`src/rtl/nibble_loop_sequencer_pkg.sv`:
```
`default_nettype none
// =============================================================================
// nibble_loop_sequencer_pkg : shared ALU command types, sequencer FSM states
// Revision : 1.0
// =============================================================================
package nibble_loop_sequencer_pkg;

   typedef enum logic [2:0] {
      ALU_ADD = 3'd0,
      ALU_SUB = 3'd1,
      ALU_AND = 3'd2,
      ALU_OR  = 3'd3,
      ALU_XOR = 3'd4
   } AluCmd;

   typedef struct packed {
      AluCmd      cmd;
      logic [2:0] nibbles;
      logic       w2_signed;
   } AluCtrl;

   typedef enum logic [2:0] {
      IDLE  = 3'd0,
      ARM   = 3'd1,
      START = 3'd2,
      RUN   = 3'd3,
      RESP  = 3'd4
   } seq_state_t;

   localparam int unsigned WATCHDOG_DEFAULT = 16;

   // Sign bit of the most significant nibble taking part in the operation.
   function automatic logic nibble_msb(input logic [31:0] w, input logic [2:0] idx);
      return w[{idx, 2'b11}];
   endfunction

endpackage
`default_nettype wire

```
`src/rtl/nibble_loop_sequencer_if.sv`:
```
`default_nettype none
// =============================================================================
// nibble_loop_sequencer_if : request/response handshake bundle
// Revision : 1.0
// =============================================================================
interface nibble_loop_sequencer_if;
   import nibble_loop_sequencer_pkg::*;

   logic        req_valid;
   logic        req_ready;
   AluCmd       req_cmd;
   logic [31:0] req_w1;
   logic [31:0] req_w2;
   logic [2:0]  req_nibbles;
   logic        req_w2_signed;

   logic        resp_valid;
   logic        resp_ready;
   logic [31:0] resp_result;
   logic        resp_err;
   logic [4:0]  resp_cycles;

   modport master (
      output req_valid, req_cmd, req_w1, req_w2, req_nibbles, req_w2_signed, resp_ready,
      input  req_ready, resp_valid, resp_result, resp_err, resp_cycles
   );

   modport slave (
      input  req_valid, req_cmd, req_w1, req_w2, req_nibbles, req_w2_signed, resp_ready,
      output req_ready, resp_valid, resp_result, resp_err, resp_cycles
   );

endinterface
`default_nettype wire

```
`src/rtl/nibble_loop_sequencer.sv`:
```
`default_nettype none
// =============================================================================
// nibble_loop_sequencer : arms, starts and supervises an external nibble loop
// Revision : 1.0
// =============================================================================
module nibble_loop_sequencer
   import nibble_loop_sequencer_pkg::*;
#(
   parameter int unsigned WATCHDOG_LIMIT = WATCHDOG_DEFAULT
) (
   input  logic                          clk,
   input  logic                          rst_n,
   nibble_loop_sequencer_if.slave        bus,
   output logic                          loop_perm_to_count,
   output logic [2:0]                    loop_nibbles_number,
   output AluCmd                         loop_cmd,
   output logic                          word2_is_signed_and_negative,
   output logic [31:0]                   word1,
   output logic [31:0]                   word2,
   output logic [31:0]                   preinit_result,
   input  logic                          loop_busy,
   input  logic [31:0]                   loop_result
);

   seq_state_t  state_q, state_d;
   AluCtrl      ctrl_q, ctrl_d;
   logic [31:0] w1_q, w1_d;
   logic [31:0] w2_q, w2_d;
   logic        neg_q, neg_d;
   logic        perm_q, perm_d;
   logic        req_ready_q, req_ready_d;
   logic        resp_valid_q, resp_valid_d;
   logic [31:0] resp_result_q, resp_result_d;
   logic        resp_err_q, resp_err_d;
   logic [4:0]  cnt_q, cnt_d;
   logic [4:0]  cnt_inc;

   always_comb begin
      state_d       = state_q;
      ctrl_d        = ctrl_q;
      w1_d          = w1_q;
      w2_d          = w2_q;
      neg_d         = neg_q;
      resp_result_d = resp_result_q;
      resp_err_d    = resp_err_q;
      cnt_d         = cnt_q;
      cnt_inc       = (cnt_q == 5'd31) ? cnt_q : cnt_q + 5'd1;

      case (state_q)
         IDLE: begin
            if (bus.req_valid) begin
               ctrl_d  = '{cmd: bus.req_cmd, nibbles: bus.req_nibbles, w2_signed: bus.req_w2_signed};
               w1_d    = bus.req_w1;
               w2_d    = bus.req_w2;
               neg_d   = bus.req_w2_signed & nibble_msb(bus.req_w2, bus.req_nibbles);
               cnt_d   = 5'd0;
               state_d = ARM;
            end
         end
         ARM:   state_d = START;
         START: begin
            cnt_d   = cnt_inc;
            state_d = RUN;
         end
         RUN: begin
            cnt_d = cnt_inc;
            // A finished loop wins over the watchdog on the same edge.
            if (!loop_busy) begin
               resp_result_d = loop_result;
               resp_err_d    = 1'b0;
               state_d       = RESP;
            end else if ({27'd0, cnt_inc} >= WATCHDOG_LIMIT) begin
               resp_result_d = loop_result;
               resp_err_d    = 1'b1;
               state_d       = RESP;
            end
         end
         RESP: begin
            if (bus.resp_ready) state_d = IDLE;
         end
         default: state_d = IDLE;
      endcase

      perm_d       = (state_d == START) || (state_d == RUN);
      req_ready_d  = (state_d == IDLE);
      resp_valid_d = (state_d == RESP);
   end

   always_ff @(posedge clk or negedge rst_n) begin
      if (!rst_n) begin
         state_q       <= IDLE;
         ctrl_q        <= '0;
         w1_q          <= '0;
         w2_q          <= '0;
         neg_q         <= 1'b0;
         perm_q        <= 1'b0;
         req_ready_q   <= 1'b1;
         resp_valid_q  <= 1'b0;
         resp_result_q <= '0;
         resp_err_q    <= 1'b0;
         cnt_q         <= '0;
      end else begin
         state_q       <= state_d;
         ctrl_q        <= ctrl_d;
         w1_q          <= w1_d;
         w2_q          <= w2_d;
         neg_q         <= neg_d;
         perm_q        <= perm_d;
         req_ready_q   <= req_ready_d;
         resp_valid_q  <= resp_valid_d;
         resp_result_q <= resp_result_d;
         resp_err_q    <= resp_err_d;
         cnt_q         <= cnt_d;
      end
   end

   assign bus.req_ready                = req_ready_q;
   assign bus.resp_valid               = resp_valid_q;
   assign bus.resp_result              = resp_result_q;
   assign bus.resp_err                 = resp_err_q;
   assign bus.resp_cycles              = cnt_q;
   assign loop_perm_to_count           = perm_q;
   assign loop_nibbles_number          = ctrl_q.nibbles;
   assign loop_cmd                     = ctrl_q.cmd;
   assign word2_is_signed_and_negative = neg_q;
   assign word1                        = w1_q;
   assign word2                        = w2_q;
   assign preinit_result               = w1_q;

endmodule
`default_nettype wire

```
`src/flat_wrapper.sv`:
```
// flat-port wrapper written by rule: the top's interface ports become plain ports
module nibble_loop_sequencer_flat import nibble_loop_sequencer_pkg::*;
#(
   parameter int unsigned WATCHDOG_LIMIT = WATCHDOG_DEFAULT
)
  (clk, rst_n, loop_perm_to_count, loop_nibbles_number, loop_cmd, word2_is_signed_and_negative, word1, word2, preinit_result, loop_busy, loop_result, bus_req_valid, bus_req_cmd, bus_req_w1, bus_req_w2, bus_req_nibbles, bus_req_w2_signed, bus_resp_ready, bus_req_ready, bus_resp_valid, bus_resp_result, bus_resp_err, bus_resp_cycles);
  nibble_loop_sequencer_if bus_i ();
  input  logic clk;
  input  logic rst_n;
  output logic loop_perm_to_count;
  output logic [2:0] loop_nibbles_number;
  output AluCmd loop_cmd;
  output logic word2_is_signed_and_negative;
  output logic [31:0] word1;
  output logic [31:0] word2;
  output logic [31:0] preinit_result;
  input  logic loop_busy;
  input  logic [31:0] loop_result;
  input wire logic [$bits(bus_i.req_valid)-1:0] bus_req_valid;
  input wire logic [$bits(bus_i.req_cmd)-1:0] bus_req_cmd;
  input wire logic [$bits(bus_i.req_w1)-1:0] bus_req_w1;
  input wire logic [$bits(bus_i.req_w2)-1:0] bus_req_w2;
  input wire logic [$bits(bus_i.req_nibbles)-1:0] bus_req_nibbles;
  input wire logic [$bits(bus_i.req_w2_signed)-1:0] bus_req_w2_signed;
  input wire logic [$bits(bus_i.resp_ready)-1:0] bus_resp_ready;
  output wire logic [$bits(bus_i.req_ready)-1:0] bus_req_ready;
  output wire logic [$bits(bus_i.resp_valid)-1:0] bus_resp_valid;
  output wire logic [$bits(bus_i.resp_result)-1:0] bus_resp_result;
  output wire logic [$bits(bus_i.resp_err)-1:0] bus_resp_err;
  output wire logic [$bits(bus_i.resp_cycles)-1:0] bus_resp_cycles;
  assign bus_i.req_valid = bus_req_valid;
  assign bus_i.req_cmd = bus_req_cmd;
  assign bus_i.req_w1 = bus_req_w1;
  assign bus_i.req_w2 = bus_req_w2;
  assign bus_i.req_nibbles = bus_req_nibbles;
  assign bus_i.req_w2_signed = bus_req_w2_signed;
  assign bus_i.resp_ready = bus_resp_ready;
  assign bus_req_ready = bus_i.req_ready;
  assign bus_resp_valid = bus_i.resp_valid;
  assign bus_resp_result = bus_i.resp_result;
  assign bus_resp_err = bus_i.resp_err;
  assign bus_resp_cycles = bus_i.resp_cycles;
  nibble_loop_sequencer #(.WATCHDOG_LIMIT(WATCHDOG_LIMIT)) u_core (.clk(clk), .rst_n(rst_n), .bus(bus_i), .loop_perm_to_count(loop_perm_to_count), .loop_nibbles_number(loop_nibbles_number), .loop_cmd(loop_cmd), .word2_is_signed_and_negative(word2_is_signed_and_negative), .word1(word1), .word2(word2), .preinit_result(preinit_result), .loop_busy(loop_busy), .loop_result(loop_result));
endmodule
```
`config.mk`:
```
export PLATFORM = sky130hd
export DESIGN_NAME = nibble_loop_sequencer_flat
export DESIGN_NICKNAME = d
export VERILOG_FILES = /design/src/rtl/nibble_loop_sequencer_pkg.sv /design/src/rtl/nibble_loop_sequencer_if.sv /design/src/rtl/nibble_loop_sequencer.sv /design/src/flat_wrapper.sv
export SDC_FILE = /design/constraint.sdc
export NUM_CORES = 1
export LEC_CHECK = 0
export BUFFER_PORTS_ARGS = -buffer_cell sky130_fd_sc_hd__buf_2
export CAP_MARGIN = 20
export CORE_MARGIN = 1
export CORE_UTILIZATION = 49
export CTS_CLUSTER_DIAMETER = 200
export DETAILED_ROUTE_END_ITERATION = 8
export PLACE_DENSITY = 0.84
export SLEW_MARGIN = 20
export SYNTH_ARGS = -nofsm -noshare
export SYNTH_HDL_FRONTEND = slang
export SYNTH_SLANG_ARGS = --single-unit
```
`constraint.sdc`:
```
create_clock -name clk -period 2.8 [get_ports clk]
set_input_delay 0.14 -clock clk [delete_from_list [all_inputs] [get_ports clk]]
set_output_delay 0.14 -clock clk [all_outputs]
set_load 0.05 [all_outputs]
```
# Word-level counts from Yosys, hierarchy flattened

Cells that the tools add are included.

Register bits after elaboration: 115
Latch bits: 0
Bits in writable memories: 0
ROM bits: 0
Input bits: 108
Word-level logic and storage cells: 48
Memories: 0

$add $sub $neg: 1
$mul: 0
Div/mod/pow operators: 0
Order comparisons: 2
Equal/unequal tests: 10
Shift-type cells: 0
Multiplexer cells: 14
Bitwise operators: 1
Reductions and logical operators: 8

Operators by type and width:

| cell                                                                          | number |
|---|---|
| 32-bit two-way mux                                                            | 2 |
| 3-bit one-hot mux with 5 select lines                                         | 1 |
| 3-bit by 2-bit == test with 1-bit output (second input constant)              | 4 |
| 3-bit two-way mux                                                             | 4 |
| 5-bit two-way mux                                                             | 2 |
| 5-bit one-hot mux with 2 select lines                                         | 1 |
| 3-bit == test (second input constant)                                         | 2 |
| 3-bit logical NOT                                                             | 2 |
| 5-bit by 6-bit less-than comparator with 1-bit output (second input constant) | 1 |
| 2-bit AND reduction                                                           | 3 |
| 5-bit by 1-bit adder with 5-bit output (second input constant)                | 1 |
| 5-bit == test (second input constant)                                         | 1 |
| 5-bit >= comparator (second input constant)                                   | 1 |
| 1-bit binary-select mux with 3-bit select                                     | 1 |
| 3-bit by 1-bit == test with 1-bit output (second input constant)              | 1 |
| 1-bit two-way mux                                                             | 3 |
| 2-bit by 1-bit inequality test with 1-bit output (second input constant)      | 1 |
| 2-bit inequality test (second input constant)                                 | 1 |
| 2-bit nonzero test                                                            | 1 |
| 2-bit OR reduction                                                            | 1 |
| 1-bit AND                                                                     | 1 |
| 1-bit logical OR                                                              | 1 |

# Logic depth before layout (Yosys ltp)

Gate-level depths: netlist of run 1.

Depth in word-level cells: 8
Gate-level depth with buffers: 6

# Worst setup path after synthesis of run 1

No wires, ideal clock.

Path kind: reg2reg
Start point: reg u_core.cnt_q[0], in the netlist u_core.bus.resp_cycles[0]
End point: reg u_core.resp_result_q[10], in the netlist u_core.bus.resp_result[10]
Library setup time: 0.125 ns
Arrival time: 1.980 ns
Data required time: 2.675 ns
Path slack: 0.695 ns
Stages on the path, launching flop included: 6
Buffers on the path: 1
Cells stage by stage: dfrtp_1 ha_1 a31oi_1 a21oi_2 buf_6 mux2_2

Longest elaborated chain between the ends: 5
Elaborated cells on any way between the ends: 6
Classes of those cells: add/sub (1); order compare (1); eq/ne (2); mux (1); reduce/logical (1)

RTL lines:

| what                                                                           | line                         | source |
|---|---|---|
| start: declaration                                                             | nibble_loop_sequencer.sv:35  | `logic [4:0] cnt_q, cnt_d;` |
| start signal: assignment                                                       | nibble_loop_sequencer.sv:113 | `cnt_q <= cnt_d;` |
| 5-bit by 1-bit adder with 5-bit output / 5-bit == test (equally long branches) | nibble_loop_sequencer.sv:47  | `cnt_inc = (cnt_q == 5'd31) ? cnt_q : cnt_q + 5'd1;` |
| 5-bit two-way mux (*)                                                          | nibble_loop_sequencer.sv:47  |  |
| 5-bit >= comparator (*)                                                        | nibble_loop_sequencer.sv:72  | `end else if ({27'd0, cnt_inc} >= WATCHDOG_LIMIT) begin` |
| 2-bit by 1-bit inequality test with 1-bit output (no line) (*)                 | --                           |  |
| 2-bit AND reduction (no line) (*)                                              | --                           |  |
| end signal: assignment                                                         | nibble_loop_sequencer.sv:111 | `resp_result_q <= resp_result_d;` |
| end: declaration                                                               | nibble_loop_sequencer.sv:33  | `logic [31:0] resp_result_q, resp_result_d;` |

Mark *: on every way between the ends. The rest lies on a longest branch, timed or not.
A chain may end at the register's enable or synchronous reset.

# Final worst setup path of run 1

Start point: reg u_core.state_q[0]
End point: reg u_core.w1_q[19], in the netlist u_core.preinit_result[19]

Longest elaborated chain between the ends: 2

RTL lines:

| what                          | line                         | source |
|---|---|---|
| start: declaration            | nibble_loop_sequencer.sv:25  | `seq_state_t state_q, state_d;` |
| start signal: assignment      | nibble_loop_sequencer.sv:103 | `state_q <= state_d;` |
| 3-bit logical NOT             | nibble_loop_sequencer.sv:49  | `case (state_q)` |
| 2-bit AND reduction (no line) | --                           |  |
| end signal: assignment        | nibble_loop_sequencer.sv:105 | `w1_q <= w1_d;` |
| end: declaration              | nibble_loop_sequencer.sv:27  | `logic [31:0] w1_q, w1_d;` |

Every way passes these cells.

==> metrics.txt, run 1 <==
transition time of the tightest slew-check pin around 850 ps; setup repair after global routing missed its margin no; Clock Skew around 10 ps; number of design-rule violations left by the first detailed-router iteration roughly 200; final period demand of the worst path 2330 ps; final weighted congestion in routability-driven placement between 0.7 and 0.8; post-CTS clock slew at the launch and capture registers of the worst setup and hold paths around 50 ps; wire length per cell after detailed routing between 15 and 20 µm; drt drc 0; largest family of logic cells by synthesized area simple AND/OR/NAND/NOR gates; category of the worst setup path capture point flop; most common cell after layout, fill and taps aside buf_2; global-route congestion overflow total 0; simple logic cell fraction of the synthesized area 0.196; x dimension of the die ~100 µm; number of antenna violations at the first check in global routing 0; detailed-route via count between 4,000 and 5,000; Synth Cell Area 4810 µm²; top achievable clock speed between 400 and 500 MHz; gate family responsible for the most delay along the worst path simple AND/OR/NAND/NOR gates; xor and xnor fraction of the mapped netlist area 0; wire length of the first global-routing pass between 20,000 and 30,000 µm; die area between 10,000 and 15,000 µm²; highest-count cells in the layout ignoring fill and taps 250 x buf_2, 213 x nand2_1, 114 x dfrtp_1; Post-Synthesis Net Count 570; maximum fanout encountered on the critical timing path 38; fraction of registers with async set or reset after synthesis 1.00; flip-flop and latch count after synthesis 115; fin nets between 800 and 900; cell-by-cell listing of the critical path or4b_2 -> buf_4 -> nand2_1 -> nand2_1; CTS buffer count 17; GRT Resource Usage Total 0.330; total number of yosys warnings 0; status finished, final reports clean; Max-Slew Margin vs Limit 0.435; Critical Path AT 2710 ps; max-capacitance violation count 0; post-route worst setup slack ~470 ps; FP Rows 35; IO buf count 251; latest clock arrival within the worst-skew pair 500 ps; standard cell core area around 9400 µm²; adder-cell area share of the yosys netlist 0.00260; vias in the first global route 5,006; depth of the CTS H-tree 4; share of layout cells above drive strength 1 0.387; TritonCTS clock tree yes; initial core utilization 0.514; mux cell area share after synthesis 0.0834; count of TritonRoute iterations in the first routing pass 4; number of flops mapped to enable cells by yosys 0; final slew viol count 0; Area Overhead vs Synth 57.0%; final period utilization 0.831; Final Setup Violations 0; Data required, critical path about 3200 ps; Clock Root Buffer clkbuf_8; number of antenna repair diodes 0; crit path launch type flop; post-detailed-placement half-perimeter wirelength ~8600 µm; detailed-route wire length approximately 16,000 µm; Setup CP Type flop to flop; Hold Path Class input port to flop; post-cts gate resize count 0; largest net degree at the start of global routing between 60 and 70; CTS sink count 115; maximum count of clock buffers along a single path 2; fill cell instance count of the final layout 501; crit path max-delay cell type or4b_2; number of vias per cell after detailed routing between 5 and 6; Worst Setup Slack post-DPL 496 ps; remaining antenna violation count 0; final-layout setup total negative slack 0 ps; count of different cell masters after synthesis 35; cell with the most instances on the worst path nand2_1; Final Hold Vio Count 0; leading register cell type out of synthesis dfrtp_1; share of the synthesized area in compound gates (AO/OA/AOI/OAI) 0.0304; # IOs approximately 250; sequential share of the synthesized area 0.598; post-synthesis average cell area ~10 µm²; delay contributed by the slowest stage of the critical path roughly 1100 ps; Die Span Y ~100 µm; number of instances in the synthesized netlist between 400 and 500; buffers and inverters on the worst path 1
-- final timing paths --
kind / startpoint / end / slack [ps] / depth (start not counted)
worst max-delay path: u_core.state_q[0] / u_core.preinit_result[19] / 470 / 4
worst min-delay path: bus_req_w2_signed / u_core.word2_is_signed_and_negative / 80 / 3
worst max register to register: u_core.state_q[0] / u_core.preinit_result[19] / 470 / 4
worst min register to register: u_core.word2[11] / u_core.word2[11] / 470 / 2
max in group asynchronous: rst_n / u_core.preinit_result[31] / 1740 / 3
min in group asynchronous: rst_n / u_core.preinit_result[26] / 230 / 2
-- layout make-up --
type | count | area (µm²) | area share
Clock inverter | 8 | 124 | 0.0164
Multi-Input combinational cell | 291 | 1520 | 0.201
Sequential cell | 115 | 2880 | 0.381
Tap cell | 129 | 161 | 0.0214
Clock buffer | 23 | 487 | 0.0644
Timing Repair Buffer | 364 | 2390 | 0.316
-- logic make-up after synthesis --
family | after synthesis
AO/OA/AOI/OAI | 21
adder cells (fa/ha/maj) | 1
buffers and inverters | 55
flip-flops | 115
multiplexers | 36
AND/OR/NAND/NOR | 233
-- through the flow --
step | hold slack [ps] | util | instance area (µm²) | instances
after detailed placement | 213 | 0.627 | 5880 | 792
after global placement | 194 | 0.627 | 5880 | 792
after global routing | 54.7 | 0.807 | 7560 | 930
final | 80.6 | 0.807 | 7560 | 930
after floorplan | -156 | - | 4810 | 461
after CTS | 45.0 | 0.807 | 7560 | 930
-- worst register-to-register path, cell delays in order, from the launching register on --
cell and delay (ps):
dfrtp_1 510, or4b_2 1120, buf_4 390, nand2_1 130, nand2_1 60
-- Yosys cell counts (all sizes together) (2+ instances only) --
cell / number / share of area
nand2: 213 / 0.17
dfrtp: 114 / 0.59
buf: 53 / 0.088
mux2: 33 / 0.077
a21oi: 7 / 0.0081
nor3: 4 / 0.0042
a31oi: 3 / 0.0039
mux2i: 3 / 0.0062
nor2: 3 / 0.0023
nor2b: 3 / 0.0039
a21o: 2 / 0.0031
a22oi: 2 / 0.0042
and4: 2 / 0.0036
clkbuf: 2 / 0.0016
nand3b: 2 / 0.0057
o21ai: 2 / 0.0021
-- sequential cells by signal, summed over array words and instances, names as in the netlist, 3 cells and up --
name / flops
u_core.bus.resp_cycles: 5
u_core.bus.resp_result: 32
u_core.loop_cmd: 3
u_core.loop_nibbles_number: 3
u_core.preinit_result: 32
u_core.state_q: 3
u_core.word2: 32
-- per-layer routing --
layer | part of all wire | track usage | vias up
met5 | 0 | 0 | -
met4 | 0.055 | 0.220 | 0
met3 | 0.093 | 0.132 | 77
met2 | 0.50 | 0.554 | 314
met1 | 0.35 | 0.342 | 2269
li1 | - | - | 2097
-- what timing repair did --
| action | in CTS | in global routing |
|---|---|---|
| hold endpoints to repair | 156 | 0 |
| buffers inserted | 0 | 0 |
| hold buffers | 107 | 0 |
Power of run 1 is left out: the tool's default activity adds up to more than one toggle a clock period on the data nets, which glitch-free logic cannot reach.
==> inputs of run 2 (changes only) <==
--- a/config.mk
+++ b/config.mk
@@ -5,13 +5,14 @@
 export SDC_FILE = /design/constraint.sdc
 export NUM_CORES = 1
 export LEC_CHECK = 0
+export ABC_AREA = 1
 export BUFFER_PORTS_ARGS = -buffer_cell sky130_fd_sc_hd__buf_2
 export CAP_MARGIN = 20
 export CORE_MARGIN = 1
-export CORE_UTILIZATION = 49
+export CORE_UTILIZATION = 46
 export CTS_CLUSTER_DIAMETER = 200
 export DETAILED_ROUTE_END_ITERATION = 8
-export PLACE_DENSITY = 0.84
+export PLACE_DENSITY = 0.79
 export SLEW_MARGIN = 20
 export SYNTH_ARGS = -nofsm -noshare
 export SYNTH_HDL_FRONTEND = slang
==> constraint.sdc (replaced) <==
create_clock -name clk -period 2.4 [get_ports clk]
set_input_delay 0.12 -clock clk [delete_from_list [all_inputs] [get_ports clk]]
set_output_delay 0.12 -clock clk [all_outputs]
set_load 0.05 [all_outputs]
==> metrics.txt, run 2 <==
status finished, final reports clean; remaining antenna violation count 0 (unchanged); number of flops mapped to enable cells by yosys 0 (unchanged); Final Hold Vio Count 0 (unchanged); post-CTS clock slew at the launch and capture registers of the worst setup and hold paths 50 ps (about the same); final weighted congestion in routability-driven placement 0.869 (+16%); die area 11,200 µm² (+9.5%); initial core utilization 0.478 (-0.0355); flip-flop and latch count after synthesis 115 (unchanged); Hold Path Class input port to flop; number of antenna violations at the first check in global routing 0 (unchanged); CTS sink count 115 (unchanged); post-synthesis average cell area 8.93 µm² (-14%); crit path launch type flop; final period demand of the worst path 2150 ps (-178 ps); proportion of netlist area held by the largest area contributor 0.575 (-0.0173); depth of the CTS H-tree 4 (unchanged); number of instances in the synthesized netlist 555 (+20%); fraction of registers with async set or reset after synthesis 1.00 (unchanged); TritonCTS clock tree yes; top achievable clock speed 465 MHz (+8.3%); # IOs 252 (unchanged); highest-count cells in the layout ignoring fill and taps 250 x buf_2, 242 x nand2_1, 114 x dfrtp_1; Clock Skew 5.66 ps (-4.57 ps); latest clock arrival within the worst-skew pair 510 ps (about the same); CTS buffer count 17 (unchanged); Final Setup Violations 0 (unchanged); sequential share of the synthesized area 0.581 (-0.0175); Setup CP Type flop to flop; global-route congestion overflow total 0 (unchanged); post-synthesis cell type with the largest combined area dfrtp_1; Critical Path AT 2550 ps (-160 ps); category of the worst setup path capture point flop; fin nets 991 (+10%); Area Overhead vs Synth 55.7%; final slew viol count 0 (unchanged); final period utilization 0.896 (+0.0644); transition time of the tightest slew-check pin 782 ps (-65.1 ps); Die Span Y 106 µm (+4.7%); Max-Slew Margin vs Limit 0.478 (+0.0434); standard cell core area 10,400 µm² (+11%); wire length per cell after detailed routing 14.0 µm (-19%); detailed-route via count 4,753 (-0.084%); IO buf count 251 (unchanged); FP Rows 37 (+5.7%); count of hold buffers inserted by post-cts repair 106 (-0.93%); setup repair after global routing missed its margin no; vias in the first global route 4,764 (-4.8%); x dimension of the die 106 µm (+4.7%); share of layout cells above drive strength 1 0.363 (-0.0239); wire length of the first global-routing pass 22,600 µm (-9.9%); maximum count of clock buffers along a single path 2 (unchanged); final-layout setup total negative slack 0 ps (unchanged); detailed-route wire length 14,400 µm (-11%); largest net degree at the start of global routing 69 (+3.0%); most common cell after layout, fill and taps aside buf_2; maximum fanout encountered on the critical timing path 53 (+39%); post-cts gate resize count 0 (unchanged); number of design-rule violations left by the first detailed-router iteration 307 (+57%); max-capacitance violation count 0 (unchanged); Clock Root Buffer clkbuf_8; cells taking the most area after synthesis dfrtp_1 58%, nand2_1 18%, buf_4 5.3%, inv_1 3.8%, o21ai_2 3.5%; post-detailed-placement half-perimeter wirelength 8790 µm (+2.5%); Synth Cell Area 4960 µm² (+3.0%); Data required, critical path 2800 ps (-380 ps); count of TritonRoute iterations in the first routing pass 6 (+2); GRT Resource Usage Total 0.263 (-0.0668); fill cell instance count of the final layout 694 (+39%); buffers inserted during post-CTS setup optimization 0 (unchanged); leading register cell type out of synthesis dfrtp_1; Post-Synthesis Net Count 664 (+16%); number of vias per cell after detailed routing 4.61 (-9.9%); count of different cell masters after synthesis 23 (-34%); number of antenna repair diodes 0 (unchanged); list of most frequent post-synthesis cells 243 x nand2_1, 114 x dfrtp_1, 50 x inv_1; library cell with the highest instance count after synthesis nand2_1; total number of yosys warnings 0 (unchanged); drt drc 0 (unchanged)
run 2: worst paths after layout:
check / from / to / slack [ps] / depth (start not counted)
worst min-delay path: bus_req_nibbles[0] / u_core.loop_nibbles_number[0] / 50 / 3
worst max register to register: u_core.state_q[0] / u_core.word2_is_signed_and_negative / 250 / 7
max in group asynchronous: rst_n / u_core.preinit_result[3] / 1420 / 3
worst max-delay path: u_core.state_q[0] / u_core.word2_is_signed_and_negative / 250 / 7
worst min register to register: u_core.word2[15] / u_core.word2[15] / 480 / 2
min in group asynchronous: rst_n / u_core.loop_cmd[2] / 250 / 2
run 2: worst max-delay path, cell delays in order, from the launching register on:
cell,delay (ps)
dfrtp_1,410
nor2_1,90
nand2_2,240
buf_4,510
nor2_1,90
nand3_1,100
dlygate4sd3_1,550
nand2_1,50
run 2: metal layers:
metal / share of wire / vias up / global-route usage / wire length [µm]
met5: 0 / - / 0 / 0
met2: 0.55 / 194 / 0.489 / 7850
met4: 0.026 / 0 / 0.117 / 371
met1: 0.37 / 2220 / 0.273 / 5390
li1: - / 2306 / - / -
met3: 0.055 / 33 / 0.0761 / 785
run 2: per-stage QoR:
stage / std cells / utilization / hold slack [ps] / area (µm²) / setup WS [ps]
3_3_place_gp: 893 / 0.586 / 237 / 6080 / 805
4_1_cts: 1031 / 0.744 / 39.4 / 7720 / 270
6_report: 1031 / 0.744 / 54.7 / 7720 / 250
5_1_grt: 1031 / 0.744 / 58.3 / 7720 / 112
2_1_floorplan: 555 / - / -176 / 4960 / 667
3_5_place_dp: 893 / 0.586 / 250 / 6080 / 694
run 2: cells by family (layout without fill, tap and decap cells):
group / Yosys count / count (layout) / synth area share
and+or+nand+nor: 286 / 286 / 0.233
DFF: 115 / 115 / 0.581
buffers and inverters: 106 / 446 / 0.119
AOI/OAI and AO/OA: 46 / 46 / 0.0638
adders and majority gates: 1 / 1 / 0.00252
xor gates and xnor gates: 1 / 1 / 0.00177
run 2: cell type report:
class,count,area (µm²),share of cell area
flip-flops and latches,115,2880,0.373
repair buffers,363,2400,0.311
inverters,51,191,0.0248
clock buffers,27,482,0.0624
well taps,136,170,0.0220
multi-input cells,334,1490,0.194
clock inverters,5,100,0.0130
Power of run 2 is left out for the same reason.
